[src/rtl/ex_alu_issue_pkg.sv]
// ex_pkg: shared ALU opcodes, operand selects, branch conditions and the registered EX control bundle.
package ex_pkg;
    localparam int XLEN = 32;
    typedef enum logic [3:0] {
        ALU_ADD, ALU_SUB, ALU_XOR, ALU_OR, ALU_AND,
        ALU_SLL, ALU_SRL, ALU_SRA, ALU_SLT, ALU_SLTU
    } alu_op_e;
    typedef enum logic [1:0] {SRCA_RS1, SRCA_PC, SRCA_ZERO} srca_e;
    typedef enum logic [2:0] {BR_NONE, BR_EQ, BR_NE, BR_LT, BR_GE, BR_LTU, BR_GEU} brcond_e;
    localparam logic [6:0] OP     = 7'b0110011;
    localparam logic [6:0] OP_IMM = 7'b0010011;
    localparam logic [6:0] LUI    = 7'b0110111;
    localparam logic [6:0] AUIPC  = 7'b0010111;
    localparam logic [6:0] LOAD   = 7'b0000011;
    localparam logic [6:0] STORE  = 7'b0100011;
    localparam logic [6:0] BRANCH = 7'b1100011;
    localparam logic [6:0] JAL    = 7'b1101111;
    localparam logic [6:0] JALR   = 7'b1100111;
    typedef struct packed {
        alu_op_e         alu_op;
        srca_e           srca;
        logic            srcb;
        logic [XLEN-1:0] imm;
        logic [4:0]      rd;
        logic            regwrite;
        logic            memread;
        logic            memwrite;
        logic            jump;
        brcond_e         brcond;
        logic            illegal;
    } ex_ctrl_t;
    // funct3 to ALU op for OP/OP-IMM, ignoring the funct7[5] variants
    function automatic alu_op_e f3_op(input logic [2:0] f3);
        return f3 == 3'd0 ? ALU_ADD :
               f3 == 3'd1 ? ALU_SLL :
               f3 == 3'd2 ? ALU_SLT :
               f3 == 3'd3 ? ALU_SLTU :
               f3 == 3'd4 ? ALU_XOR :
               f3 == 3'd5 ? ALU_SRL :
               f3 == 3'd6 ? ALU_OR : ALU_AND;
    endfunction
endpackage

[src/rtl/ex_alu_issue_if.sv]
// ex_alu_issue_if: ID-side inputs, EX-side outputs and ALU flag feedback of the ID/EX stage.
interface ex_alu_issue_if #(parameter int XLEN = 32);
    logic            id_valid;
    logic [31:0]     id_instr;
    logic [XLEN-1:0] id_pc;
    logic            stall;
    logic            flush;
    logic            ex_valid;
    logic [3:0]      ALUControl;
    logic [1:0]      ALUSrcA;
    logic            ALUSrcB;
    logic [XLEN-1:0] Imm;
    logic [XLEN-1:0] ex_pc;
    logic [4:0]      rd;
    logic            RegWrite;
    logic            MemRead;
    logic            MemWrite;
    logic            Jump;
    logic [2:0]      BranchCond;
    logic            Illegal;
    logic            Zero;
    logic            Negative;
    logic            BranchTaken;
    modport master (
        output id_valid, id_instr, id_pc, stall, flush, Zero, Negative,
        input  ex_valid, ALUControl, ALUSrcA, ALUSrcB, Imm, ex_pc, rd,
               RegWrite, MemRead, MemWrite, Jump, BranchCond, Illegal, BranchTaken
    );
    modport slave (
        input  id_valid, id_instr, id_pc, stall, flush, Zero, Negative,
        output ex_valid, ALUControl, ALUSrcA, ALUSrcB, Imm, ex_pc, rd,
               RegWrite, MemRead, MemWrite, Jump, BranchCond, Illegal, BranchTaken
    );
endinterface

[src/rtl/ex_alu_issue_decode.sv]
// ex_decode: combinational RV32I instruction to EX control bundle decoder.
import ex_pkg::*;
module ex_decode (
    input  logic [31:0] instr,
    output ex_ctrl_t    ctrl
);
    logic [6:0]  opc, f7;
    logic [2:0]  f3;
    logic [31:0] i_imm, s_imm, b_imm, u_imm, j_imm;
    logic        ill;
    assign opc   = instr[6:0];
    assign f3    = instr[14:12];
    assign f7    = instr[31:25];
    assign i_imm = {{20{instr[31]}}, instr[31:20]};
    assign s_imm = {{20{instr[31]}}, instr[31:25], instr[11:7]};
    assign b_imm = {{19{instr[31]}}, instr[31], instr[7], instr[30:25], instr[11:8], 1'b0};
    assign u_imm = {instr[31:12], 12'b0};
    assign j_imm = {{11{instr[31]}}, instr[31], instr[19:12], instr[20], instr[30:21], 1'b0};
    always_comb begin
        ctrl = '0;
        ill = 1'b0;
        ctrl.rd = instr[11:7];
        case (opc)
            OP: begin
                ctrl.regwrite = 1'b1;
                ctrl.alu_op = f7 == 7'h20 ? (f3 == 3'd0 ? ALU_SUB : ALU_SRA) : f3_op(f3);
                ill = !(f7 == 7'h00 || (f7 == 7'h20 && (f3 == 3'd0 || f3 == 3'd5)));
            end
            OP_IMM: begin
                ctrl.regwrite = 1'b1;
                ctrl.srcb = 1'b1;
                // shift amounts only: the ALU shifts by the full operand, so funct7 must stay out of Imm
                ctrl.imm = (f3 == 3'd1 || f3 == 3'd5) ? {27'b0, instr[24:20]} : i_imm;
                ctrl.alu_op = (f3 == 3'd5 && f7 == 7'h20) ? ALU_SRA : f3_op(f3);
                ill = (f3 == 3'd1 && f7 != 7'h00) || (f3 == 3'd5 && f7 != 7'h00 && f7 != 7'h20);
            end
            LUI: begin
                ctrl.regwrite = 1'b1;
                ctrl.srca = SRCA_ZERO;
                ctrl.srcb = 1'b1;
                ctrl.imm = u_imm;
            end
            AUIPC: begin
                ctrl.regwrite = 1'b1;
                ctrl.srca = SRCA_PC;
                ctrl.srcb = 1'b1;
                ctrl.imm = u_imm;
            end
            LOAD: begin
                ctrl.regwrite = 1'b1;
                ctrl.memread = 1'b1;
                ctrl.srcb = 1'b1;
                ctrl.imm = i_imm;
            end
            STORE: begin
                ctrl.memwrite = 1'b1;
                ctrl.srcb = 1'b1;
                ctrl.imm = s_imm;
            end
            BRANCH: begin
                ctrl.alu_op = f3[2] ? (f3[1] ? ALU_SLTU : ALU_SLT) : ALU_SUB;
                ctrl.brcond = brcond_e'(f3[2] ? f3 - 3'd1 : f3 + 3'd1);
                ctrl.imm = b_imm;
                ill = f3[2:1] == 2'b01;
            end
            JAL: begin
                ctrl.regwrite = 1'b1;
                ctrl.jump = 1'b1;
                ctrl.srca = SRCA_PC;
                ctrl.srcb = 1'b1;
                ctrl.imm = j_imm;
            end
            JALR: begin
                ctrl.regwrite = 1'b1;
                ctrl.jump = 1'b1;
                ctrl.srcb = 1'b1;
                ctrl.imm = i_imm;
            end
            default: ill = 1'b1;
        endcase
        if (ill) begin
            ctrl.alu_op = ALU_ADD;
            ctrl.regwrite = 1'b0;
            ctrl.memread = 1'b0;
            ctrl.memwrite = 1'b0;
            ctrl.jump = 1'b0;
            ctrl.brcond = BR_NONE;
            ctrl.illegal = 1'b1;
        end
        if (!ctrl.regwrite) ctrl.rd = '0;
    end
endmodule

[src/rtl/ex_alu_issue.sv]
// ex_alu_issue: ID/EX register with flush/stall priority and branch resolution from ALU flags.
import ex_pkg::*;
module ex_alu_issue #(
    parameter int XLEN           = 32,
    parameter bit RESET_PC_VALID = 1'b0
) (
    input logic           clk,
    input logic           reset,
    ex_alu_issue_if.slave bus
);
    ex_ctrl_t        dec, q;
    logic            valid, bubble;
    logic [XLEN-1:0] pc;
    logic            unused_negative;
    ex_decode u_dec (.instr(bus.id_instr), .ctrl(dec));
    assign bubble = bus.flush | (!bus.stall & !bus.id_valid);
    always_ff @(posedge clk or posedge reset) begin
        if (reset) begin
            valid <= RESET_PC_VALID;
            q <= '0;
            pc <= '0;
        end else if (bubble) begin
            valid <= 1'b0;
            q <= '0;
        end else if (!bus.stall) begin
            valid <= 1'b1;
            q <= dec;
            pc <= bus.id_pc;
        end
    end
    assign bus.ex_valid   = valid;
    assign bus.ALUControl = q.alu_op;
    assign bus.ALUSrcA    = q.srca;
    assign bus.ALUSrcB    = q.srcb;
    assign bus.Imm        = q.imm;
    assign bus.ex_pc      = pc;
    assign bus.rd         = q.rd;
    assign bus.RegWrite   = q.regwrite;
    assign bus.MemRead    = q.memread;
    assign bus.MemWrite   = q.memwrite;
    assign bus.Jump       = q.jump;
    assign bus.BranchCond = q.brcond;
    assign bus.Illegal    = q.illegal;
    // SLT/SLTU yield 1 when the "less" condition holds, so Zero means "not less"
    assign bus.BranchTaken = valid & (q.jump |
        ((q.brcond inside {BR_EQ, BR_GE, BR_GEU}) & bus.Zero) |
        ((q.brcond inside {BR_NE, BR_LT, BR_LTU}) & !bus.Zero));
    assign unused_negative = bus.Negative;
endmodule

[src/flat_wrapper.sv]
// flat-port wrapper written by rule: the top's interface ports become plain ports
module ex_alu_issue_flat 
#(
    parameter int XLEN           = 32,
    parameter bit RESET_PC_VALID = 1'b0
)
  (clk, reset, bus_id_valid, bus_id_instr, bus_id_pc, bus_stall, bus_flush, bus_Zero, bus_Negative, bus_ex_valid, bus_ALUControl, bus_ALUSrcA, bus_ALUSrcB, bus_Imm, bus_ex_pc, bus_rd, bus_RegWrite, bus_MemRead, bus_MemWrite, bus_Jump, bus_BranchCond, bus_Illegal, bus_BranchTaken);
  ex_alu_issue_if #(.XLEN(XLEN)) bus_i ();
  input logic clk;
  input logic reset;
  input wire logic [$bits(bus_i.id_valid)-1:0] bus_id_valid;
  input wire logic [$bits(bus_i.id_instr)-1:0] bus_id_instr;
  input wire logic [$bits(bus_i.id_pc)-1:0] bus_id_pc;
  input wire logic [$bits(bus_i.stall)-1:0] bus_stall;
  input wire logic [$bits(bus_i.flush)-1:0] bus_flush;
  input wire logic [$bits(bus_i.Zero)-1:0] bus_Zero;
  input wire logic [$bits(bus_i.Negative)-1:0] bus_Negative;
  output wire logic [$bits(bus_i.ex_valid)-1:0] bus_ex_valid;
  output wire logic [$bits(bus_i.ALUControl)-1:0] bus_ALUControl;
  output wire logic [$bits(bus_i.ALUSrcA)-1:0] bus_ALUSrcA;
  output wire logic [$bits(bus_i.ALUSrcB)-1:0] bus_ALUSrcB;
  output wire logic [$bits(bus_i.Imm)-1:0] bus_Imm;
  output wire logic [$bits(bus_i.ex_pc)-1:0] bus_ex_pc;
  output wire logic [$bits(bus_i.rd)-1:0] bus_rd;
  output wire logic [$bits(bus_i.RegWrite)-1:0] bus_RegWrite;
  output wire logic [$bits(bus_i.MemRead)-1:0] bus_MemRead;
  output wire logic [$bits(bus_i.MemWrite)-1:0] bus_MemWrite;
  output wire logic [$bits(bus_i.Jump)-1:0] bus_Jump;
  output wire logic [$bits(bus_i.BranchCond)-1:0] bus_BranchCond;
  output wire logic [$bits(bus_i.Illegal)-1:0] bus_Illegal;
  output wire logic [$bits(bus_i.BranchTaken)-1:0] bus_BranchTaken;
  assign bus_i.id_valid = bus_id_valid;
  assign bus_i.id_instr = bus_id_instr;
  assign bus_i.id_pc = bus_id_pc;
  assign bus_i.stall = bus_stall;
  assign bus_i.flush = bus_flush;
  assign bus_i.Zero = bus_Zero;
  assign bus_i.Negative = bus_Negative;
  assign bus_ex_valid = bus_i.ex_valid;
  assign bus_ALUControl = bus_i.ALUControl;
  assign bus_ALUSrcA = bus_i.ALUSrcA;
  assign bus_ALUSrcB = bus_i.ALUSrcB;
  assign bus_Imm = bus_i.Imm;
  assign bus_ex_pc = bus_i.ex_pc;
  assign bus_rd = bus_i.rd;
  assign bus_RegWrite = bus_i.RegWrite;
  assign bus_MemRead = bus_i.MemRead;
  assign bus_MemWrite = bus_i.MemWrite;
  assign bus_Jump = bus_i.Jump;
  assign bus_BranchCond = bus_i.BranchCond;
  assign bus_Illegal = bus_i.Illegal;
  assign bus_BranchTaken = bus_i.BranchTaken;
  ex_alu_issue #(.XLEN(XLEN), .RESET_PC_VALID(RESET_PC_VALID)) u_core (.clk(clk), .reset(reset), .bus(bus_i));
endmodule
[config.mk]
export PLATFORM = sky130hd
export DESIGN_NAME = ex_alu_issue_flat
export DESIGN_NICKNAME = d
export VERILOG_FILES = /design/src/rtl/ex_alu_issue_pkg.sv /design/src/rtl/ex_alu_issue_if.sv /design/src/rtl/ex_alu_issue_decode.sv /design/src/rtl/ex_alu_issue.sv /design/src/flat_wrapper.sv
export SDC_FILE = /design/constraint.sdc
export NUM_CORES = 1
export LEC_CHECK = 0
export CAP_MARGIN = 20
export CORE_UTILIZATION = 41
export DETAILED_ROUTE_END_ITERATION = 16
export GPL_TIMING_DRIVEN = 0
export PLACE_DENSITY = 0.77
export SKIP_CTS_REPAIR_TIMING = 1
export SLEW_MARGIN = 15
export SYNTH_ARGS = -nofsm -noshare
export SYNTH_HDL_FRONTEND = slang
export SYNTH_HIERARCHICAL = 1
export SYNTH_SLANG_ARGS = --single-unit
[constraint.sdc]
create_clock -name clk -period 2.7 [get_ports clk]
set_clock_uncertainty 0.15 [all_clocks]
set_input_delay 0.27 -clock clk [delete_from_list [all_inputs] [get_ports clk]]
set_output_delay 0.27 -clock clk [all_outputs]
set_load 0.1 [all_outputs]
==> flow_metrics.py <==
metrics = {
    "global_route": {
        "grtUsageTotal": 0.228,
        "use_met1": 0.295,
        "grt_use_met2": 0.391,
        "grt_remaining_overflow": 0,
        "antenna_found_initial": 0,
        "grt_max_degree": 61,
        "grt_pass1_wl_mm": 20.0,
        "use_met3": 0.0396,
        "top_usage_layer": "met2",
        "first_global_vias": 3817,
    },
    "floorplan": {
        "dieArea_um2": 11100,
        "initial_core_util": 0.425,
        "core_um2": 10300,
        "die_w_um": 105,
        "io_pins": 157,
        "rows": 37,
        "die_h_um": 105,
    },
    "synthesis": {
        "syn_nets": 481,
        "synth.area.top_cells": "dfrtp_1, mux2_4, a22oi_1, nor2_1, a21o_1",
        "synth_top_area_frac": 0.485,
        "syn_area_um2": 4380,
        "synth_edf_count": 0,
        "yosysTopAreaCell": "dfrtp_1",
        "yosys_warnings": 6,
        "seq_area_frac_synth": 0.485,
        "synth.avg_cell_area_um2": 10.9,
        "synthDistinctLibCells": 51,
        "ys.flop_type": "dfrtp_1",
        "ys_seq_elements": 85,
        "postSynth.asyncResetShare": 1.00,
        "netlist_instances": 404,
    },
    "cells_and_area": {
        "final_nets": 644,
        "layout-drive-gt1-share": 0.131,
        "seqCellArea_um2": 2130,
        "syn_to_final_growth_pct": 43.9,
        "finish.instance_area_um2": 6310,
        "nFillCells": 802,
        "diodes": 0,
        "multi_input_area_um2": 2070,
    },
    "setup_path": {
        "crit_chain": "clkdlybuf4s50_1 > or4_4 > nor3_4 > a21oi_1 > or4_1 > buf_2 > a2111oi_4 > a22oi_1 > nor2_1",
        "worst_ep_arrival_time_ns": 2.80,
        "end_kind": "flip-flop",
        "worstSetupPathType": "primary input to flip-flop",
        "required_ns": 2.83,
        "cpPeakStageDelay_ns": 0.56,
        "cp_slowest_cell": "or4_4",
        "crit_path_start_kind": "primary input",
        "crit_fanout": 8,
    },
    "clock_tree": {
        "clockBufferDepth": 2,
        "htreeDepth": 3,
        "numCtsBuffers": 9,
        "clkTransAtPathRegs_ns": 0.09,
        "clockRootBuffer": "clkbuf_8",
        "cts_tree": "done",
        "clkLatencyLatePin_ns": 0.35,
        "clock-sinks": 85,
    },
    "power": {
        "p_clk_frac": 0.233,
        "swShare": 0.415,
        "fin_total_pwr_mw": 3.64,
        "internal_power_mw": 2.13,
        "p_seq_frac": 0.390,
        "power.density_nw_per_um2": 577,
        "power_frac_comb": 0.377,
        "power.leakage_nw": 2.78,
        "ir_drop_uv": 398,
        "p_sw_mw": 1.51,
    },
    "drt": {
        "drc_errors": 0,
        "via_count": 3822,
        "dr.first_iter.drc_count": 274,
        "antenna_left": 0,
        "drt_pass1_iterations": 5,
        "routed_via_density": 5.40,
        "wirelength_mm": 12.6,
        "routedWlPerCell_um": 17.8,
    },
    "job": {
        "max_cap_violations": 0,
    },
    "timing": {
        "maxSlewViolCount": 0,
        "max_freq_mhz": 374,
        "period_needed_ns": 2.68,
        "holdWs_ns": 0.0925,
        "rsz0062_at_grt": "yes",
        "timing_hold_violations_final": 0,
        "slew-limit-headroom": 0.314,
        "final.setup.tns_ns": 0,
        "setup_viol": 0,
        "fin_crit_sh": 0.991,
        "tightest_slew_ns": 1.03,
    },
    "hold_path": {
        "hold_path.class": "primary input to asynchronous set/reset pin",
    },
    "placement": {
        "dpl_cell_area_um2": 6110,
        "io_buffers": 152,
        "dp_hpwl_mm": 9.51,
        "gp_congestion": 0.930,
    },
    "outcome": {
        "outcome": "completed",
    },
}
==> stage by stage <==
step                cells   util  setup WS, ns
floorplan             404      -        0.0865
global placement      692  0.589         -1.17
detailed placement    693  0.591        -0.435
CTS                   709  0.609        -0.133
global route          708  0.611       -0.0718
finish                708  0.611        0.0247
==> per-layer routing <==
| metal | wire length (µm) | part of all wire |
|---|---|---|
| met5 | 0 | 0 |
| met4 | 182 | 0.014 |
| met3 | 804 | 0.064 |
| met2 | 6320 | 0.50 |
| met1 | 5310 | 0.42 |
==> cells by family (layout without fill, tap and decap cells) <==
family                   Yosys count  after routing  share of synthesized area
AO/OA/AOI/OAI                    110            110                      0.187
XOR/XNOR                           2              2                    0.00400
adder cells (fa/ha/maj)            6              6                     0.0171
buffers and inverters             37            205                     0.0474
flip-flops                        85             85                      0.485
multiplexers                      32             32                      0.108
AND/OR/NAND/NOR                  132            132                      0.152
==> power by group through the flow <==
stage	Sequential (mW)	Combinational [mW]	Clock, mW
floorplan	2.15	0.277	0
global placement	1.44	1.35	0
detailed placement	1.45	1.37	0
CTS	1.42	1.37	0.866
global route	1.43	1.41	0.925
finish	1.42	1.37	0.848
==> cell usage after synthesis, types with 2 or more instances <==
cell / count
and2_1: 15
a21o_1: 21
nor3_1: 4
mux2_2: 2
nand3_1: 4
buf_6: 2
a21oi_1: 9
nor3b_1: 2
o211ai_1: 2
o21ai_0: 9
buf_12: 2
a22o_1: 5
clkbuf_1: 22
buf_2: 2
nand2b_1: 6
or3_1: 3
a211oi_1: 2
xnor2_1: 2
dfrtp_1: 85
mux2_4: 30
nand3b_1: 2
inv_1: 6
ha_1: 6
a22oi_1: 54
nand2_1: 13
buf_4: 2
nor2b_1: 2
nor2_1: 67
==> critical path, delay by kind of cell <==
family          cells  cell delay, ns
compound gates      3            0.54
buf+inv             2            0.66
simple gates        4            1.34
==> registers in the layout, summed over array words and instances, names as in the netlist <==
| name | flops |
|---|---|
| u_core/bus.ALUControl | 4 |
| u_core/bus.ALUSrcA | 2 |
| u_core/bus.ALUSrcB | 1 |
| u_core/bus.BranchCond | 3 |
| u_core/bus.Illegal | 1 |
| u_core/bus.Imm | 32 |
| u_core/bus.Jump | 1 |
| u_core/bus.MemRead | 1 |
| u_core/bus.MemWrite | 1 |
| u_core/bus.RegWrite | 1 |
| u_core/bus.ex_pc | 32 |
| u_core/bus.ex_valid | 1 |
| u_core/bus.rd | 5 |
==> final cells by class <==
class                      instances  share of cell area
multi-input combinational        282               0.328
timing repair buffer             153               0.247
inverter                           6             0.00397
buffer                            30              0.0290
sequential                        85               0.337
clock buffer                       9              0.0196
tap                              136              0.0270
clock inverter                     7             0.00873
==> placed cells by master, fill, tap and decap left out, types with 3 or more instances in the layout <==
cell type,count
clkdlybuf4s50_1,149
dfrtp_1,85
nor2_1,67
a22oi_1,54
mux2_4,30
a21o_1,21
clkbuf_1,20
and2_1,15
nand2_1,13
clkbuf_8,9
a21oi_1,9
o21ai_0,9
nand2b_1,6
a22o_1,5
nand3_1,4
nor3_1,4
ha_1,4
inv_6,3
dlymetal6s2s_1,3
inv_1,3
or3_1,3
==> final timing paths <==
check                                                           from                                    to  slack [ns]  depth (start not counted)
worst min register to register      u_core/bus.ex_pc[28]$_DFFE_PP0P_      u_core/bus.ex_pc[28]$_DFFE_PP0P_        0.37                          1
max in group asynchronous                                      reset  u_core/bus.BranchCond[0]$_DFFE_PP0P_        1.70                          3
min in group clk                                           bus_flush        u_core/bus.Imm[30]$_DFFE_PP0P_        0.11                          2
worst max register to register  u_core/bus.BranchCond[1]$_DFFE_PP0P_  u_core/bus.BranchCond[1]$_DFFE_PP0P_        1.70                          2
worst max-delay path                                bus_id_instr[28]  u_core/bus.BranchCond[2]$_DFFE_PP0P_        0.02                          9
worst min-delay path                                           reset      u_core/bus.ex_pc[28]$_DFFE_PP0P_        0.09                          2
Power figures use the tool's default switching activity.
